`src/rtl/feed_scheduler_if.sv`:
```
// rtl/feed_scheduler_if.sv - control/feeder bundle between top-level control and feed_scheduler
interface feed_scheduler_if #(
  parameter int N     = 7,
  parameter int DEPTH = 7
) ();
  localparam int CW = $clog2(DEPTH + N);

  logic          start;
  logic          abort;
  logic          feeder_load;
  logic [N-1:0]  feeder_en;
  logic          mac_clear;
  logic          busy;
  logic          done;
  logic [CW-1:0] feed_cycle;

  // Top-level control side: issues start/abort, observes the schedule.
  modport master (
    output start, abort,
    input  feeder_load, feeder_en, mac_clear, busy, done, feed_cycle
  );

  // Scheduler side.
  modport slave (
    input  start, abort,
    output feeder_load, feeder_en, mac_clear, busy, done, feed_cycle
  );
endinterface

```
`src/rtl/feed_scheduler.sv`:
```
// rtl/feed_scheduler.sv - load/skewed-feed/drain sequencer for the systolic MAC array feeders
module feed_scheduler #(
  parameter int N         = 7,
  parameter int DEPTH     = 7,
  parameter int DRAIN_CYC = 12
) (
  input logic            clk,
  input logic            reset,
  feed_scheduler_if.slave bus
);
  localparam int CW = $clog2(DEPTH + N);
  localparam int DW = (DRAIN_CYC > 1) ? $clog2(DRAIN_CYC) : 1;

  // Last skew count in FEED: row N-1 finishes its DEPTH enables here.
  localparam logic [CW-1:0] T_LAST = CW'(DEPTH + N - 2);
  // Last drain count; unused when the drain phase is skipped.
  localparam logic [DW-1:0] D_LAST = DW'((DRAIN_CYC > 0) ? DRAIN_CYC - 1 : 0);

  localparam logic [2:0] S_IDLE  = 3'd0;
  localparam logic [2:0] S_LOAD  = 3'd1;
  localparam logic [2:0] S_FEED  = 3'd2;
  localparam logic [2:0] S_DRAIN = 3'd3;
  localparam logic [2:0] S_DONE  = 3'd4;

  logic [2:0]    state;
  logic [CW-1:0] t_cnt;
  logic [DW-1:0] d_cnt;
  logic          in_feed;

  // Sequence state and counters; abort from any active state lands in IDLE
  // with counters cleared so every output decodes to 0 on the next cycle.
  always_ff @(posedge clk) begin
    if (reset) begin
      state <= S_IDLE;
      t_cnt <= '0;
      d_cnt <= '0;
    end else if (bus.abort && (state != S_IDLE)) begin
      state <= S_IDLE;
      t_cnt <= '0;
      d_cnt <= '0;
    end else begin
      case (state)
        S_IDLE: begin
          if (bus.start && !bus.abort) begin
            state <= S_LOAD;
          end
        end
        S_LOAD: begin
          state <= S_FEED;
          t_cnt <= '0;
        end
        S_FEED: begin
          if (t_cnt == T_LAST) begin
            t_cnt <= '0;
            d_cnt <= '0;
            state <= (DRAIN_CYC == 0) ? S_DONE : S_DRAIN;
          end else begin
            t_cnt <= t_cnt + CW'(1);
          end
        end
        S_DRAIN: begin
          if (d_cnt == D_LAST) begin
            d_cnt <= '0;
            state <= S_DONE;
          end else begin
            d_cnt <= d_cnt + DW'(1);
          end
        end
        S_DONE: begin
          state <= S_IDLE;
        end
        default: begin
          state <= S_IDLE;
          t_cnt <= '0;
          d_cnt <= '0;
        end
      endcase
    end
  end

  // Moore output decode: row i is enabled for the DEPTH skew counts starting at i.
  always_comb begin
    in_feed         = (state == S_FEED);
    bus.feeder_load = (state == S_LOAD);
    bus.mac_clear   = (state == S_LOAD);
    bus.busy        = (state == S_LOAD) || (state == S_FEED) || (state == S_DRAIN);
    bus.done        = (state == S_DONE);
    bus.feed_cycle  = in_feed ? t_cnt : '0;
    bus.feeder_en   = '0;
    for (int i = 0; i < N; i++) begin
      bus.feeder_en[i] = in_feed && (int'(t_cnt) >= i) && (int'(t_cnt) < i + DEPTH);
    end
  end
endmodule

```
`src/flat_wrapper.sv`:
```
// flat-port wrapper written by rule: the top's interface ports become plain ports
module feed_scheduler_flat 
#(
  parameter int N         = 7,
  parameter int DEPTH     = 7,
  parameter int DRAIN_CYC = 12
)
  (clk, reset, bus_start, bus_abort, bus_feeder_load, bus_feeder_en, bus_mac_clear, bus_busy, bus_done, bus_feed_cycle);
  feed_scheduler_if #(.N(N), .DEPTH(DEPTH)) bus_i ();
  input logic clk;
  input logic reset;
  input wire logic [$bits(bus_i.start)-1:0] bus_start;
  input wire logic [$bits(bus_i.abort)-1:0] bus_abort;
  output wire logic [$bits(bus_i.feeder_load)-1:0] bus_feeder_load;
  output wire logic [$bits(bus_i.feeder_en)-1:0] bus_feeder_en;
  output wire logic [$bits(bus_i.mac_clear)-1:0] bus_mac_clear;
  output wire logic [$bits(bus_i.busy)-1:0] bus_busy;
  output wire logic [$bits(bus_i.done)-1:0] bus_done;
  output wire logic [$bits(bus_i.feed_cycle)-1:0] bus_feed_cycle;
  assign bus_i.start = bus_start;
  assign bus_i.abort = bus_abort;
  assign bus_feeder_load = bus_i.feeder_load;
  assign bus_feeder_en = bus_i.feeder_en;
  assign bus_mac_clear = bus_i.mac_clear;
  assign bus_busy = bus_i.busy;
  assign bus_done = bus_i.done;
  assign bus_feed_cycle = bus_i.feed_cycle;
  feed_scheduler #(.N(N), .DEPTH(DEPTH), .DRAIN_CYC(DRAIN_CYC)) u_core (.clk(clk), .reset(reset), .bus(bus_i));
endmodule
```
`config.mk`:
```
export PLATFORM = sky130hd
export DESIGN_NAME = feed_scheduler_flat
export DESIGN_NICKNAME = d
export VERILOG_FILES = /design/src/rtl/feed_scheduler_if.sv /design/src/rtl/feed_scheduler.sv /design/src/flat_wrapper.sv
export SDC_FILE = /design/constraint.sdc
export NUM_CORES = 1
export LEC_CHECK = 0
export BUFFER_PORTS_ARGS = -buffer_cell sky130_fd_sc_hd__buf_2
export CORE_MARGIN = 1.5
export CORE_UTILIZATION = 45
export CTS_CLUSTER_DIAMETER = 60
export CTS_CLUSTER_SIZE = 28
export DETAILED_ROUTE_END_ITERATION = 8
export PLACE_DENSITY = 0.68
export SLEW_MARGIN = 25
export SYNTH_ARGS = -nofsm -noshare
export SYNTH_HDL_FRONTEND = slang
export SYNTH_SLANG_ARGS = --single-unit
```
`constraint.sdc`:
```
create_clock -name clk -period 2.1 [get_ports clk]
set_input_delay 0 -clock clk [delete_from_list [all_inputs] [get_ports clk]]
set_output_delay 0 -clock clk [all_outputs]
set_load 0.02 [all_outputs]
```
==> flow_metrics.py <==
metrics = {
    "yosys": {
        "syn_avg_cell_area_um2": 8.33,
        "yosysWarnings": 0,
        "yosysSeqAreaShare_pct": 24.2,
        "netlist_area_um2": 908,
        "synth_cells": 109,
        "synth.distinct_cells": 43,
        "ys_ff_latch": 11,
        "syn_nets": 118,
    },
    "finish": {
        "diodes": 0,
        "num-fill-cells": 205,
        "final_cell_mix": "buf_2, nor2_1, a21oi_1, dfxtp_1",
        "multiInputGateArea_um2": 604,
        "seqCellArea_um2": 220,
        "syn_to_final_growth_pct": 11.8,
        "mostFrequentLayoutCell": "buf_2",
        "nets": 135,
        "drive_above_1_share_pct": 32.0,
    },
    "setup_path": {
        "reg2reg_depth": 4,
        "rr_startpoint": "u_core.state[0]",
        "worstSetupPathType": "reg2out",
        "r2r-end": "u_core.d_cnt[0]",
        "crit_path_max_fanout": 13,
        "reg2reg_slack_ns": 0.53,
        "cp-end-kind": "primary output",
        "worstPathRequired_ns": 2.10,
        "crit_path_start_kind": "flop",
        "cp.arrival_ns": 1.85,
    },
    "cts": {
        "hold_buffers": 0,
        "root_buffer": "clkbuf_4",
        "cts_tree": "yes",
        "ctsResizeCount": 0,
        "clockBufferDepth": 2,
        "clk_pin_slew_worst_paths_ns": 0.07,
        "numCtsBuffers": 3,
        "htree_levels": 1,
        "post_cts_buffers": 0,
        "cts.sinks": 11,
        "worstSkewPairLatency_ns": 0.27,
    },
    "flow_run": {
        "drv_cap": 0,
    },
    "die": {
        "core_area_um2": 1920,
        "dieArea_um2": 2300,
        "ios": 19,
        "rows": 16,
        "fp.dieH_um": 47.9,
        "initial_core_util_pct": 47.3,
        "fp.dieW_um": 47.9,
    },
    "global_route": {
        "grt_max_degree": 16,
        "grt_pass1_vias": 601,
        "grt_pass1_wl_um": 2570,
        "grtUsageTotal_pct": 16.5,
        "antenna_found_initial": 0,
        "gr-total-overflow": 0,
    },
    "placed_design": {
        "gp_congestion": 0.823,
        "port_buffers": 18,
        "pre_cts_slack_ns": 0.537,
        "dp_hpwl_um": 1290,
    },
    "route": {
        "drtPass1Iterations": 4,
        "drc_errors": 0,
        "vias": 798,
        "drtAntennaViolNets": 0,
        "drt_wl_total_um": 1700,
        "routed_via_density": 5.25,
        "first_iter_violations": 6,
        "wire_per_inst_um": 11.2,
    },
    "timing": {
        "finalMaxSlewViolations": 0,
        "relSlewSlack_pct": 67.2,
        "min_period_ns": 1.85,
        "rsz0062_at_grt": "false",
        "hold_viol_final": 0,
        "worst_slew_pin_slew_ns": 0.492,
        "finalCritPeriodShare_pct": 88.3,
        "setup_viol_count_final": 0,
        "skew_ns": 0.00786,
        "finalSetupTns_ns": 0,
        "setup_slack_ns": 0.246,
        "timing.fmax_ghz": 0.539,
    },
    "pwr": {
        "leakage_nw": 0.468,
        "power-per-cell-area_nw_per_um2": 396,
        "vdd_drop_max_v": 0.000302,
    },
    "hold_path": {
        "holdPathEnd": "u_core.t_cnt[2]",
        "hp-start": "reset",
        "hp-class": "in2reg",
        "whs_path_depth": 3,
    },
    "outcome": {
        "outcome": "completed",
    },
}
-- per-layer routing --
| metal | vias to the layer above | part of all wire [%] | global-route usage, % |
|---|---|---|---|
| met4 | 0 | 0.88 | 6.49 |
| met1 | 358 | 48 | 20.9 |
| li1 | 417 | - | - |
| met3 | 2 | 5.3 | 6.79 |
| met2 | 21 | 46 | 24.8 |
| met5 | - | 0 | 0 |
-- cells by family (layout without fill, tap and decap cells) --
group | after synthesis | count (layout) | synth area share, %
buffers and inverters | 15 | 31 | 9.23
AND/OR/NAND/NOR | 45 | 45 | 31.5
adder cells (fa/ha/maj) | 5 | 5 | 6.89
multiplexers | 1 | 1 | 1.10
flip-flops | 11 | 11 | 24.2
AO/OA/AOI/OAI | 32 | 32 | 27.0
-- critical path, stage by stage, from the launching register on --
cell and delay [ns]:
dfxtp_1 0.60, or3b_4 0.53, a311oi_2 0.25, buf_2 0.20
-- synthesized netlist by cell type, drive strengths merged --
cell type,n,area share (%)
a211oi,2,2.2
a21o,2,2.6
a21oi,11,6.1
a22oi,2,2.2
a311oi,2,2.6
and2,1,0.83
and3,3,2.1
and4bb,1,1.8
buf,6,5.4
clkbuf,2,0.96
dfxtp,11,24
ha,5,6.9
inv,7,2.9
mux2i,1,1.1
nand2,3,1.2
nand2b,3,2.1
nand3,1,0.55
nand3b,2,3.0
nand4,1,0.69
nor2,16,7.7
nor2b,3,2.1
nor3,8,6.2
nor3b,1,0.83
o21a,1,0.83
o21ai,8,4.4
o311a,1,1.1
o31ai,1,1.4
o32ai,2,3.6
or3,1,1.2
or3b,1,1.2
-- flip-flops by register name, indices dropped and copies added, names as in the netlist --
signal	flops
u_core.d_cnt	4
u_core.state	3
u_core.t_cnt	4
-- stage by stage --
| step | utilization (%) | total power (W) | hold WS (ns) | instances | area [um^2] |
|---|---|---|---|---|---|
| final | 52.9 | 0.000403 | 0.0767 | 152 | 1020 |
| after global routing | 52.9 | 0.000429 | 0.0659 | 152 | 1020 |
| after CTS | 52.9 | 0.000408 | 0.0740 | 152 | 1020 |
| after detailed placement | 51.5 | 0.000264 | 0.361 | 148 | 990 |
| after global placement | 51.5 | 0.000263 | 0.354 | 148 | 990 |
| after floorplan | - | 0.000254 | 0.197 | 109 | 908 |
-- where the power goes --
part           switching (W)  internal, W   total, W
registers         0.00000620     0.000210   0.000217
clock network      0.0000708    0.0000735   0.000144
logic              0.0000252    0.0000166  0.0000418
-- final cells by class --
type / count / area share (%)
Multi-Input combinational cell: 83 / 59.5
Sequential cell: 11 / 21.7
Timing Repair Buffer: 20 / 10.3
Tap cell: 27 / 3.33
Clock buffer: 4 / 2.59
Inverter: 7 / 2.59
-- worst max-delay path by stage --
stage | from | to | slack (ns) | cells past startpoint
3_5_place_dp | u_core.state[1] | bus_feeder_en[6] | 0.54 | 3
3_3_place_gp | u_core.state[1] | bus_feeder_en[6] | 0.56 | 3
4_1_cts | u_core.state[1] | bus_feeder_en[6] | 0.24 | 3
6_report | u_core.state[1] | bus_feeder_en[6] | 0.25 | 3
5_1_grt | u_core.state[1] | bus_feeder_en[6] | 0.14 | 3
2_1_floorplan | u_core.state[2] | bus_feeder_en[2] | 0.60 | 4
Note: power is estimated with default switching activity, not from simulation.
